[src/rtl/mips_pkg.sv]
// mips_pkg: shared fetch-stage types and constants
package mips_pkg;
    typedef enum logic [1:0] {FETCH, DRAIN, HOLD} t_fetch_state;
    localparam logic [31:0] NOP_INSTR = 32'h0;
    localparam logic [31:0] DEF_RESET_PC = 32'h0000_0000;
endpackage

[src/rtl/fetch_stage.sv]
// fetch_stage: PC owner, one-outstanding imem fetch and IF/ID pipeline register
module fetch_stage
    import mips_pkg::*;
#(
    parameter int ADDR_W = 32,
    parameter int DATA_W = 32,
    parameter logic [ADDR_W-1:0] RESET_PC = ADDR_W'(DEF_RESET_PC)
) (
    input  logic              clk,
    input  logic              rst,
    output logic              imem_req,
    output logic [ADDR_W-1:0] imem_addr,
    input  logic              imem_rvalid,
    input  logic [DATA_W-1:0] imem_rdata,
    input  logic              stall,
    input  logic              redirect,
    input  logic [ADDR_W-1:0] redirect_pc,
    output logic              if_id_valid,
    output logic [DATA_W-1:0] if_id_instr,
    output logic [ADDR_W-1:0] if_id_pc4
);
    t_fetch_state state;
    logic [ADDR_W-1:0] pc, old_pc, target, buf_pc4, pc4, rpc;
    logic [DATA_W-1:0] buf_instr;
    logic done;

    assign imem_req = state != HOLD && !rst;
    assign imem_addr = state == DRAIN ? old_pc : pc;
    assign done = imem_req && imem_rvalid;
    assign pc4 = pc + ADDR_W'(4);
    assign rpc = {redirect_pc[ADDR_W-1:2], 2'b00};

    always_ff @(posedge clk) begin
        if (rst) begin
            state <= FETCH;
            pc <= RESET_PC;
            old_pc <= RESET_PC;
            target <= RESET_PC;
            buf_instr <= DATA_W'(NOP_INSTR);
            buf_pc4 <= '0;
            if_id_valid <= 1'b0;
            if_id_instr <= DATA_W'(NOP_INSTR);
            if_id_pc4 <= '0;
        end else if (redirect) begin
            if_id_valid <= 1'b0;
            if_id_instr <= DATA_W'(NOP_INSTR);
            if (state == HOLD || done) begin
                pc <= rpc;
                state <= FETCH;
            end else begin
                // the in-flight request must still complete; remember where to go afterwards
                target <= rpc;
                if (state == FETCH) old_pc <= pc;
                state <= DRAIN;
            end
        end else begin
            case (state)
                FETCH: begin
                    if (done && stall) begin
                        buf_instr <= imem_rdata;
                        buf_pc4 <= pc4;
                        pc <= pc4;
                        state <= HOLD;
                    end else if (done) begin
                        if_id_valid <= 1'b1;
                        if_id_instr <= imem_rdata;
                        if_id_pc4 <= pc4;
                        pc <= pc4;
                    end else if (!stall) begin
                        if_id_valid <= 1'b0;
                        if_id_instr <= DATA_W'(NOP_INSTR);
                    end
                end
                DRAIN: begin
                    if (done) begin
                        pc <= target;
                        state <= FETCH;
                    end
                end
                HOLD: begin
                    if (!stall) begin
                        if_id_valid <= 1'b1;
                        if_id_instr <= buf_instr;
                        if_id_pc4 <= buf_pc4;
                        state <= FETCH;
                    end
                end
                default: state <= FETCH;
            endcase
        end
    end
endmodule

[config.mk]
export PLATFORM = sky130hd
export DESIGN_NAME = fetch_stage
export DESIGN_NICKNAME = d
export VERILOG_FILES = /design/src/rtl/mips_pkg.sv /design/src/rtl/fetch_stage.sv
export SDC_FILE = /design/constraint.sdc
export NUM_CORES = 1
export LEC_CHECK = 0
export ABC_AREA = 1
export CELL_PAD_IN_SITES_DETAIL_PLACEMENT = 1
export CELL_PAD_IN_SITES_GLOBAL_PLACEMENT = 1
export CORE_MARGIN = 4
export CORE_UTILIZATION = 38
export DETAILED_ROUTE_END_ITERATION = 8
export MAX_ROUTING_LAYER = met4
export PLACE_DENSITY = 0.76
export SYNTH_ARGS = -nofsm -noshare
export SYNTH_HDL_FRONTEND = slang
export SYNTH_SLANG_ARGS = --single-unit
[constraint.sdc]
create_clock -name clk -period 2.16 [get_ports clk]
set_input_delay 0.432 -clock clk [delete_from_list [all_inputs] [get_ports clk]]
set_output_delay 0.432 -clock clk [all_outputs]
set_load 0.005 [all_outputs]
==> run_results.csv <==
group,metric,value,unit
timing,tns,0,ns
route,remaining_drc_errors,0,
floorplanning,die_height,172,µm
floorplanning,placeableCoreArea,26300,µm²
critical_path,path_class,"register to register",
worst_hold_path,worst_hold_path_type,"input pin to register",
timing,rsz0062_at_grt,"true",
place,place_inst,1985,
yosys,yosys.cell_types.count,35,
floorplanning,chipWidth,172,µm
finish,multiInputGateArea,4870,µm²
cts,clock_tree.buffer_depth,3,
floorplanning,floorplan.initialDensity,38.9,%
critical_path,critical_path.startpoint_type,"register",
finish,antenna_cells,0,
cts,cts_tree,"yes",
floorplanning,ioPinCount,167,
critical_path,cp.buffers_inverters,1,
yosys,syn_area_per_cell,6.69,µm²
place,hpwlAfterDp,24.2,mm
status,run_status,"completed",
grt,global_route_wire_length_before_repair,57.7,mm
timing,finalWorstPathRequiredPeriod,2.11,ns
timing,hold_slack,0.330,ns
route,drtAntennaViolNets,0,
yosys,number_of_instances_in_the_synthesized_netlist,1529,
power,power.density,759,nW/µm²
critical_path,worst_path_max_delay_cell,"sky130_fd_sc_hd__xnor2_1",
grt,grt.overflow.total,0,
timing,setup_violations,0,
power,ir_worst_vdd,420,µV
critical_path,worst_setup_path_end_kind,"register",
route,detailedRoute.firstPassIterationCount,5,
timing,skew,0.00938,ns
critical_path,critical_path_peak_fanout,5,
grt,grt_start_max_net_pins,82,
place,place_congestion,0.917,
yosys,synth_area_leader_cell,"sky130_fd_sc_hd__dfxtp_1",
place,port-buffer-count,160,
floorplanning,die-area,29600,µm²
yosys,synth.top_cells.by_area,"sky130_fd_sc_hd__dfxtp_1, sky130_fd_sc_hd__nand2_1, sky130_fd_sc_hd__o21ai_0",
yosys,netlist.area_leader.share,42.5,%
route,wl_per_cell,17.5,µm
timing,hold_viol_final,0,
yosys,sequential_cell_area_fraction_in_the_yosys_report,42.5,%
route,drt-total-wl,35.6,mm
yosys,ys_warn_count,0,
timing,timing.slew.headroom,58.7,%
critical_path,worstPathRequired,2.64,ns
cts,cts_buffers,25,
cts,path_clk_slew,0.06,ns
timing,fin_crit_sh,97.6,%
cts,tritoncts_num_sinks,217,
finish,fillerInstances,3379,
power,fin_total_pwr,10.2,mW
finish,finalCoreUtilization,51.2,%
timing,timing.fmax,474,MHz
critical_path,critPathArrivalTime,2.59,ns
grt,first_global_vias,10800,
route,avgViaCountPerCell,5.25,
finish,finalNetCount,1757,
timing,tightestPinTransition,0.620,ns
power,static_leakage,5.72,nW
finish,flow.area_growth_from_synthesis,31.6,%
finish,instances_no_fill,2037,
route,vias,10700,
cts,worstSkewPairLatency,0.54,ns
finish,seq_area,4350,µm²
floorplanning,placementRows,59,
grt,grt.total_usage,24.7,%
critical_path,max_stage_delay,0.41,ns
critical_path,path_delay_family,"simple AND/OR/NAND/NOR gates",
cts,library_cell_used_as_clock_root_buffer,"sky130_fd_sc_hd__clkbuf_16",
cts,cts_hold_buf,0,
yosys,synth.ff_latch_count,217,
flow_run,maxCapViolations,0,
grt,grt_antenna_before_repair,0,
cts,htree_levels,1,
finish,final_layout_size_suffix_gt1_share,10.1,%
yosys,netlist_area,10200,µm²
timing,slew_limit_fails,0,
route,drt-initial-drc-count,644,
critical_path,crit_path_cell_trace,"ha_1 -> nand2_1 -> nor2_1 -> nand2_1 -> xnor2_1 -> buf_4 -> nand2_1 -> o21ai_0 -> nor2_1 -> nor2_1",
==> report_power, final <==
group          leakage (nW)  switching [mW]  internal [mW]  total [mW]
sequential             1.78           0.154           4.23        4.38
clock                 0.412            1.72           2.54        4.27
combinational          3.53           0.889          0.681        1.57
total                  5.72            2.77           7.45        10.2
==> cells by family after synthesis <==
family,share of synthesized area (%)
adders and majority gates,0.122
and+or+nand+nor,22.7
AOI/OAI and AO/OA,22.7
xor gates and xnor gates,0.942
buffers and inverters,11.0
DFF,42.5
other,0.0367
==> placed cells by master, fill, tap and decap left out, drive strengths merged <==
cell type      netlist  final
clkdlybuf4s50        0    128
and2                 3      3
xnor2                4      4
nand2              325    325
buf                 45     88
o211ai              24     24
xor2                 7      7
nor2               168    168
clkbuf              59     40
a31oi               12     12
o21a                 1      1
o21ai              219    219
a2111oi              1      1
dfxtp              217    217
conb                 1      4
inv                177    177
a311oi               2      2
nand3b               1      1
ha                   1      1
bufinv               0      1
nand3               75     75
clkdlybuf4s15        0      6
a211oi               1      1
clkinv               0      4
or2                  4      4
a21oi              175    175
o21bai               7      7
dlygate4sd2          0      7
==> metrics by stage <==
step / cell area, µm² / setup slack [ns]
floorplan: 10200 / 0.426
detailed placement: 12500 / 0.0792
CTS: 13500 / 0.00998
finish: 13500 / 0.0511
global placement: 12500 / 0.135
global route: 13500 / -0.0604
==> worst reg2reg max path, cell delays in order (launching register included) <==
cell	delay [ns]
sky130_fd_sc_hd__dfxtp_1	0.36
sky130_fd_sc_hd__ha_1	0.26
sky130_fd_sc_hd__nand2_1	0.08
sky130_fd_sc_hd__nor2_1	0.20
sky130_fd_sc_hd__nand2_1	0.21
sky130_fd_sc_hd__xnor2_1	0.41
sky130_fd_sc_hd__buf_4	0.19
sky130_fd_sc_hd__nand2_1	0.04
sky130_fd_sc_hd__o21ai_0	0.15
sky130_fd_sc_hd__nor2_1	0.07
sky130_fd_sc_hd__nor2_1	0.08
==> layer usage <==
metal | track usage (%) | vias up | routed length [µm]
met5 | - | - | 0
met4 | 5.81 | 0 | 700
met3 | 3.25 | 55 | 1730
met2 | 39.3 | 230 | 16400
met1 | 33.5 | 5178 | 16800
li1 | - | 5237 | -
==> what timing repair did <==
| item | CTS | global route |
|---|---|---|
| pin swaps | 2 | 0 |
| buffers inserted | 7 | 0 |
| resized for setup | 116 | 34 |
| setup endpoints to repair | 31 | 24 |
| gates cloned | 2 | 1 |
==> final timing paths <==
| kind | start | endpoint | slack (ns) | cells past startpoint |
|---|---|---|---|---|
| worst max-delay path | pc[2] | if_id_pc4[10] | 0.05 | 10 |
| worst min-delay path | rst | buf_pc4[30] | 0.33 | 4 |
| worst max register to register | pc[2] | if_id_pc4[10] | 0.05 | 10 |
| worst min register to register | buf_pc4[9] | buf_pc4[9] | 0.45 | 2 |
==> cell usage after synthesis (all sizes together) <==
library cell    n
a311oi          2
nand3b          1
a211oi          1
o21ai         219
nand2         325
xnor2           4
a31oi          12
nand3          75
o21a            1
xor2            7
a2111oi         1
a21oi         175
ha              1
and2            3
buf            45
conb            1
inv           177
nor2          168
or2             4
o21bai          7
clkbuf         59
dfxtp         217
o211ai         24
==> sequential cells by signal, indices dropped and copies added (netlist names) <==
signal,cells
buf_pc4,30
target,30
pc,30
if_id_instr,32
state,2
buf_instr,32
old_pc,30
if_id_pc4,30
if_id_valid,1
==> cell type report <==
type                       instances  share of cell area, %
clock inverter                     5                  0.483
tap                              335                   3.11
timing repair buffer             232                   17.3
sequential                       217                   32.3
clock buffer                      37                   5.65
inverter                         177                   4.96
multi-input combinational       1034                   36.2
Power figures use the tool's default switching activity.
